--- config.mk ---
export PLATFORM = sky130hd
export DESIGN_NAME = pipeline_hazard_ctrl
export DESIGN_NICKNAME = d
export VERILOG_FILES = /design/src/rtl/pipeline_hazard_ctrl_pkg.sv /design/src/rtl/pipeline_hazard_ctrl_sat_counter.sv /design/src/rtl/pipeline_hazard_ctrl.sv
export SDC_FILE = /design/constraint.sdc
export NUM_CORES = 1
export LEC_CHECK = 0
export ABC_CLOCK_PERIOD_IN_PS = 2400
export CAP_MARGIN = 20
export CORE_ASPECT_RATIO = 1.25
export CORE_UTILIZATION = 25
export CTS_BUF_LIST = sky130_fd_sc_hd__clkbuf_2
export DETAILED_ROUTE_END_ITERATION = 10
export GPL_TIMING_DRIVEN = 0
export PLACE_DENSITY = 0.47
export SETUP_SLACK_MARGIN = 0.2
export SYNTH_ARGS = -nofsm -noshare
export SYNTH_HDL_FRONTEND = slang
export SYNTH_SLANG_ARGS = --single-unit
--- constraint.sdc ---
create_clock -name clk -period 2.4 [get_ports clk]
set_input_delay 0.72 -clock clk [delete_from_list [all_inputs] [get_ports clk]]
set_output_delay 0.72 -clock clk [all_outputs]
set_load 0.1 [all_outputs]
--- src/rtl/pipeline_hazard_ctrl_pkg.sv ---
// pipeline_hazard_ctrl_pkg: shared types and constants for the pipeline stall/flush sequencer.
package pipeline_hazard_ctrl_pkg;
  typedef enum logic [1:0] {RUN = 2'd0, DMEM_WAIT = 2'd1, MULDIV_WAIT = 2'd2} state_e;
  typedef struct packed {
    logic en;
    logic flush;
  } stage_ctrl_t;
  localparam logic [4:0] ZERO_REG = 5'd0;
  localparam stage_ctrl_t ADV = '{en: 1'b1, flush: 1'b0};
  localparam stage_ctrl_t HOLD = '{en: 1'b0, flush: 1'b0};
  localparam stage_ctrl_t BUBBLE = '{en: 1'b1, flush: 1'b1};
endpackage

--- src/rtl/pipeline_hazard_ctrl_sat_counter.sv ---
// sat_counter: up-counter that sticks at all-ones instead of wrapping.
module sat_counter #(
  parameter int CNT_W = 32
) (
  input  logic             clk,
  input  logic             clr_i,
  input  logic             inc_i,
  output logic [CNT_W-1:0] cnt_o
);
  logic [CNT_W-1:0] cnt_q, cnt_d;
  assign cnt_d = (inc_i && !(&cnt_q)) ? cnt_q + 1'b1 : cnt_q;
  always_ff @(posedge clk) cnt_q <= clr_i ? '0 : cnt_d;
  assign cnt_o = cnt_q;
endmodule

--- src/rtl/pipeline_hazard_ctrl.sv ---
// pipeline_hazard_ctrl: per-cycle advance/hold/bubble decisions for PC and the four pipeline registers.
module pipeline_hazard_ctrl
  import pipeline_hazard_ctrl_pkg::*;
#(
  parameter int CNT_W = 32
) (
  input  logic             clk,
  input  logic             rst,
  input  logic             id_valid,
  input  logic [4:0]       id_rs1_addr,
  input  logic [4:0]       id_rs2_addr,
  input  logic             id_uses_rs1,
  input  logic             id_uses_rs2,
  input  logic             ex_mem_read,
  input  logic             ex_reg_write,
  input  logic [4:0]       ex_wr_addr,
  input  logic             ex_is_muldiv,
  input  logic             ex_redirect,
  input  logic             muldiv_done,
  input  logic             imem_ready,
  input  logic             dmem_req,
  input  logic             dmem_ready,
  output logic             pc_en,
  output logic             if_id_en,
  output logic             id_ex_en,
  output logic             ex_mem_en,
  output logic             mem_wb_en,
  output logic             if_id_flush,
  output logic             id_ex_flush,
  output logic             ex_mem_flush,
  output logic             mem_wb_flush,
  output logic             muldiv_start,
  output logic [1:0]       busy_state,
  output logic [CNT_W-1:0] stall_cycles,
  output logic [CNT_W-1:0] flush_count
);
  state_e      state_q, state_d;
  logic        md_started_q, md_started_d;
  logic        dstall, mstall, lu, start, redirect_taken;
  stage_ctrl_t if_id, id_ex, ex_mem, mem_wb;
  assign dstall = dmem_req & ~dmem_ready;
  assign mstall = ex_is_muldiv & ~muldiv_done;
  assign lu = ex_mem_read & ex_reg_write & (ex_wr_addr != ZERO_REG) & id_valid &
              ((id_uses_rs1 & (id_rs1_addr == ex_wr_addr)) | (id_uses_rs2 & (id_rs2_addr == ex_wr_addr)));
  assign redirect_taken = ~rst & ~dstall & ~mstall & ex_redirect;
  // md_started survives a DMEM_WAIT detour so the same M-op is never started twice
  assign start = ~rst & (state_q == RUN) & ~dstall & ex_is_muldiv & ~md_started_q;
  assign md_started_d = muldiv_done ? 1'b0 : (md_started_q | start);
  assign state_d = dstall ? DMEM_WAIT : (state_q == DMEM_WAIT) ? RUN : mstall ? MULDIV_WAIT : RUN;
  always_comb begin
    pc_en = 1'b1;
    if_id = ADV;
    id_ex = ADV;
    ex_mem = ADV;
    mem_wb = ADV;
    if (rst) begin
      pc_en = 1'b0;
      if_id = BUBBLE;
      id_ex = BUBBLE;
      ex_mem = BUBBLE;
      mem_wb = BUBBLE;
    end else if (dstall) begin
      pc_en = 1'b0;
      if_id = HOLD;
      id_ex = HOLD;
      ex_mem = HOLD;
      mem_wb = BUBBLE;
    end else if (mstall) begin
      pc_en = 1'b0;
      if_id = HOLD;
      id_ex = HOLD;
      ex_mem = BUBBLE;
    end else if (ex_redirect) begin
      if_id = BUBBLE;
      id_ex = BUBBLE;
    end else if (lu) begin
      pc_en = 1'b0;
      if_id = HOLD;
      id_ex = BUBBLE;
    end else if (!imem_ready) begin
      pc_en = 1'b0;
      if_id = BUBBLE;
    end
  end
  always_ff @(posedge clk) begin
    if (rst) begin
      state_q <= RUN;
      md_started_q <= 1'b0;
    end else begin
      state_q <= state_d;
      md_started_q <= md_started_d;
    end
  end
  sat_counter #(.CNT_W(CNT_W)) u_stall_cnt (
    .clk(clk), .clr_i(rst), .inc_i(~rst & ~pc_en), .cnt_o(stall_cycles)
  );
  sat_counter #(.CNT_W(CNT_W)) u_flush_cnt (
    .clk(clk), .clr_i(rst), .inc_i(redirect_taken), .cnt_o(flush_count)
  );
  assign {if_id_en, if_id_flush} = if_id;
  assign {id_ex_en, id_ex_flush} = id_ex;
  assign {ex_mem_en, ex_mem_flush} = ex_mem;
  assign {mem_wb_en, mem_wb_flush} = mem_wb;
  assign muldiv_start = start;
  assign busy_state = state_q;
endmodule

# [Yosys cells after proc, flatten, opt, wreduce, memory -nomap -nowiden]
# Cells that the tools add are included.
[totals] register_bits=67 in_bits=28 out_inout_bits=76
[classes] addsub=2 n_eq_ne=3 mux=25 bitwise_logic=25 n_reduce_logical=10
[ops] cell="adder 32 x 1 -> 32 bit (second input constant)" count=2
[ops] cell="AND reduction 32 bit" count=2
[ops] cell="two-way mux 2 bit" count=11
[ops] cell="AND 1 bit" count=16
[ops] cell="two-way mux 1 bit" count=14
[ops] cell="equality test 5 bit" count=2
[ops] cell="inverter 1 bit" count=7
[ops] cell="nonzero test 5 bit" count=1
[ops] cell="OR reduction 3 bit" count=1
[ops] cell="equality test 2 x 1 -> 1 bit (second input constant)" count=1
[ops] cell="logical AND 1 bit" count=2
[ops] cell="logical NOT 1 bit" count=2
[ops] cell="logical NOT 2 bit" count=1
[ops] cell="OR 1 bit" count=2
[ops] cell="OR reduction 2 bit" count=1

# [Depth between registers and ports, before layout]
[logic_depth] word_depth=12 depth_mapped=8

# [By module]
# Synthesis repeated with hierarchy kept, for this count alone.
[hier_totals] hier_cells=436 hier_area_um2=3828.7
[by_module_without_submodules] mod="sat_counter" instances=2 cells_each=191 area_each_um2=1721.7 seq_area_each_um2=640.6
[by_module_without_submodules] mod="pipeline_hazard_ctrl" instances=1 cells_each=54 area_each_um2=385.4 seq_area_each_um2=60.1

# [Worst setup path after synthesis]
# OpenSTA, ideal clock, no wires.
[synth_path] path_type="input-to-output" start="in ex_wr_addr[1]" end="out if_id_flush" arrival_time_ns=3.794 required_time_ns=1.680 path_slack_ns=-2.114 cell_stages=5 n_path_buf=0 cell_sequence="or4_1 > o2111ai_2 > nand2b_1 > a21oi_1 > o21ai_0"
[synth_between] elab_chain_cells=9
[synth_rtl] element="from (decl)" line="pipeline_hazard_ctrl.sv:16" text="input logic [4:0] ex_wr_addr,"
[synth_rtl] element="equality test 5 bit / nonzero test 5 bit (equally long branches)" line="pipeline_hazard_ctrl.sv:44, pipeline_hazard_ctrl.sv:43"
[synth_rtl] element="AND 1 bit (on tied branches)" line="pipeline_hazard_ctrl.sv:44, pipeline_hazard_ctrl.sv:43"
[synth_rtl] element="OR 1 bit / AND 1 bit (equally long branches)" line="pipeline_hazard_ctrl.sv:44, pipeline_hazard_ctrl.sv:43"
[synth_rtl] element="AND 1 bit *" line="pipeline_hazard_ctrl.sv:43" text="assign lu = ex_mem_read & ex_reg_write & (ex_wr_addr != ZERO_REG) & id_valid &"
[synth_rtl] element="two-way mux 2 bit *" line="pipeline_hazard_ctrl.sv:76" text="end else if (lu) begin"
[synth_rtl] element="two-way mux 2 bit *" line="pipeline_hazard_ctrl.sv:73" text="end else if (ex_redirect) begin"
[synth_rtl] element="two-way mux 2 bit *" line="pipeline_hazard_ctrl.sv:68" text="end else if (mstall) begin"
[synth_rtl] element="two-way mux 2 bit *" line="pipeline_hazard_ctrl.sv:62" text="end else if (dstall) begin"
[synth_rtl] element="two-way mux 2 bit *" line="pipeline_hazard_ctrl.sv:56" text="if (rst) begin"
[synth_rtl] element="to (decl)" line="pipeline_hazard_ctrl.sv:28" text="output logic if_id_flush,"
# Mark *: on every way between the ends. The rest lies on a longest branch, timed or not.

# [Worst setup path after layout]
[layout_path] start="in ex_wr_addr[2]" end="reg u_stall_cnt.cnt_q[13] (netlist: u_stall_cnt.cnt_o[13])"
[layout_between] elab_chain_cells=12
[layout_rtl] element="equality test 5 bit / nonzero test 5 bit (equally long branches)" line="pipeline_hazard_ctrl.sv:44, pipeline_hazard_ctrl.sv:43"
[layout_rtl] element="AND 1 bit (on tied branches)" line="pipeline_hazard_ctrl.sv:44, pipeline_hazard_ctrl.sv:43"
[layout_rtl] element="OR 1 bit / AND 1 bit (equally long branches)" line="pipeline_hazard_ctrl.sv:44, pipeline_hazard_ctrl.sv:43"
[layout_rtl] element="AND 1 bit *" line="pipeline_hazard_ctrl.sv:43"
[layout_rtl] element="two-way mux 1 bit *" line="pipeline_hazard_ctrl.sv:76"
[layout_rtl] element="two-way mux 1 bit *" line="pipeline_hazard_ctrl.sv:73"
[layout_rtl] element="two-way mux 1 bit *" line="pipeline_hazard_ctrl.sv:68"
[layout_rtl] element="two-way mux 1 bit *" line="pipeline_hazard_ctrl.sv:62"
[layout_rtl] element="two-way mux 1 bit *" line="pipeline_hazard_ctrl.sv:56"
[layout_rtl] element="inverter 1 bit *" line="pipeline_hazard_ctrl.sv:95" text=".clk(clk), .clr_i(rst), .inc_i(~rst & ~pc_en), .cnt_o(stall_cycles)"
[layout_rtl] element="AND 1 bit *" line="pipeline_hazard_ctrl.sv:95"
[layout_rtl] element="logical AND 1 bit *" line="pipeline_hazard_ctrl_sat_counter.sv:11" text="assign cnt_d = (inc_i && !(&cnt_q)) ? cnt_q + 1'b1 : cnt_q;"
[layout_rtl] element="to (signal assigned)" line="pipeline_hazard_ctrl_sat_counter.sv:12" text="always_ff @(posedge clk) cnt_q <= clr_i ? '0 : cnt_d;"
[layout_rtl] element="to (decl)" line="pipeline_hazard_ctrl_sat_counter.sv:10" text="logic [CNT_W-1:0] cnt_q, cnt_d;"
# Marked as above.
# A chain may end at the register's enable or synchronous reset.

==> flow_summary.ini <==
[synthesis]
synth_cell_type_count = 53
synthesis.nets = 474
synth_top_flop_cell = dfxtp_1
ys_ff_latch = 67
synth_mux_area_frac = 0.0542
synthXorXnorAreaFrac = 0.0703
synth_compound_area_frac = 0.112
synth_edf_count = 0
syn-instance-count = 444
yosys_warnings = 0
ys_async_sr_fraction = 0
avgSynthCellArea_um2 = 8.42
netlist_area_um2 = 3740
synth_top_family_by_area = simple AND/OR/NAND/NOR gates
yosys.area_share.simple = 0.355
ys_seq_area_frac = 0.359
synthAdderAreaFrac = 0.00670

[cells_and_area]
post-route-util = 0.424
fin_cells = 783
final_cell_mix = 44 x nor2_1, 43 x buf_2, 38 x dfxtp_2
n_antenna_cell = 0
fin_nets = 630
syn_to_final_growth_pct = 64.2
fin_area_um2 = 6140
layout_commonest_cell = nor2_1
fillCellCount = 1455
drive_above_1_share = 0.529

[pwr]
finalPower_w = 0.00222
max-vdd-ir-drop_mv = 0.254
powerDensity_nw_per_um2 = 362
p_leak_nw = 2.36

[setup_path]
r2r-start = u_stall_cnt.cnt_o[1]
reg2regPathDepth = 6
arrival_ps = 3470
reg2reg_to = u_stall_cnt.cnt_o[1]
cp.required_ps = 2870
crit_path_end_kind = register
startpoint_type = input port
worstPathMaxFanout = 7
critPathKind = in -> reg
reg2reg_slack_ps = 80

[route]
wl_um = 13400
route.detailed.drc = 14
vias = 4085
dr.pass1.iters = 8
routedWlPerCell_um = 17.1
postRouteAntennaNets = 0
avgViaCountPerCell = 5.22
drt_iter0_markers = 180

[grt]
gr-usage-all-layers = 0.165
gr-usage-met2 = 0.298
grt.busiest_layer = met2
use_met1 = 0.186
grt_max_degree = 12
grt_pass1_vias = 3998
met3_usage = 0.0354
grt_pass1_wl_um = 20300
antenna_found_initial = 0
grt.overflow.total = 0

[placement]
gp_congestion = 0.780
place_area_um2 = 5430
dp_hpwl_um = 9190
numPortBuffers = 102
dp_cells = 724

[timing]
setup_slack_ps = -595
relSlewSlack = 0.535
skew_ps = 42.7
hold_viol = 0
grt_setup_unrepaired = true
maxSlewViolCount = 0
finalCritPeriodShare = 1.25
setup_violations = 36
period_needed_ps = 2990
max_freq_ghz = 0.334
tightest_slew_ps = 698

[status]
outcome = complete, but fails checks
violations = design-rule violations, negative setup slack

[floorplanning]
io_pins = 104
fp.dieH_um = 139
die_area_um2 = 15400
rows = 49
start_util = 0.258
coreArea_um2 = 14500
die_x_um = 111

[worst_hold_path]
hold_class = in -> reg
hp-start = muldiv_done
min_path_cells = 2
holdPathEnd = md_started_q

[run]
drv_cap = 0

[clocking]
cts_tree = done
cts_htree_levels = 3
clk_latency_ps = 550
holdBufCountCts = 0
clockRootBuffer = clkbuf_2
clkTransAtPathRegs_ps = 210
clock_sinks = 67
clockBufferDepth = 2
cts_inserted_buffers = 9
[Yosys cell counts, types with 11 or more instances]
| master | number | area [um2] |
|---|---|---|
| a21oi_1 | 18 | 90.1 |
| nand2_1 | 28 | 105 |
| dfxtp_1 | 67 | 1340 |
| nor2_1 | 49 | 184 |
| o21ai_0 | 11 | 55.1 |
| nor2b_1 | 22 | 138 |
| xor2_1 | 12 | 105 |
| nor4_1 | 11 | 68.8 |
| nand4_1 | 26 | 163 |
| xnor2_1 | 18 | 158 |
| nor3_1 | 12 | 60.1 |
| mux2_2 | 16 | 180 |
| nand3_1 | 31 | 155 |
[flip-flops by register name, summed over array words and instances (netlist names)]
| register | cells |
|---|---|
| md_started_q | 1 |
| u_flush_cnt.cnt_o | 32 |
| u_stall_cnt.cnt_o | 32 |
| busy_state | 2 |
[area by class of cell]
type                            count  area, um2  area share
Clock inverter                      4       18.8     0.00306
Timing Repair Buffer              145       1270       0.207
Multi-Input combinational cell    349       2800       0.456
Inverter                            7       42.5     0.00693
Sequential cell                    67       1490       0.242
Tap cell                          178        223      0.0363
Clock buffer                       12       60.1     0.00979
Buffer                             21        238      0.0387
[power breakdown]
group	internal [W]	total, W	leakage (nW)	switching, W
Combinational	0.000222	0.000541	1.72	0.000319
Clock	0.000141	0.000572	0.0631	0.000431
Sequential	0.00110	0.00111	0.581	0.0000101
[metrics by stage]
step	setup WS [ps]	hold WS [ps]	TNS, ps
global placement	-1980	462	-46040
global route	-602	312	-19600
floorplan	-736	473	-2180
detailed placement	-1990	463	-47650
finish	-595	370	-18430
CTS	-553	301	-2130
[cells by family after synthesis]
kind of cell               Yosys count
AOI/OAI and AO/OA                   61
xor gates and xnor gates            30
adders and majority gates            2
buffers and inverters               28
DFF                                 67
muxes                               18
other                                1
and+or+nand+nor                    237
[critical path, stage by stage]
cell and delay, ps:
buf_8 100, buf_4 120, buf_6 110, xnor2_2 120
nand4_1 140, o22ai_4 110, buf_6 130, buf_6 100
buf_6 100, buf_6 100, buf_6 100, buf_6 100
buf_6 100, buf_6 100, buf_6 100, buf_6 100
a21oi_4 380, clkbuf_16 250, nor4b_4 50, mux2_4 310
[routing by layer]
layer	part of all wire	vias up
met5	0	-
li1	-	1958
met1	0.39	1977
met3	0.057	25
met2	0.52	125
met4	0.029	0
[repair_timing]
action                     CTS  global route
gates resized for setup    485           104
pin swaps                   23            36
gates cloned                 0             5
buffers inserted            21            17
setup endpoints to repair  127            67
[worst max path at each step]
stage                  startpoint  slack [ps]                     to  depth (start not counted)
floorplan           ex_wr_addr[1]        -740                  pc_en                          5
global placement    ex_wr_addr[1]       -1980            if_id_flush                          7
detailed placement  ex_wr_addr[1]       -1990            if_id_flush                          7
CTS                 ex_wr_addr[2]        -550            if_id_flush                          7
global route        ex_wr_addr[2]        -600  u_stall_cnt.cnt_o[31]                         20
finish              ex_wr_addr[2]        -590  u_stall_cnt.cnt_o[13]                         20
No activity file was read; power rests on OpenSTA's default activity.
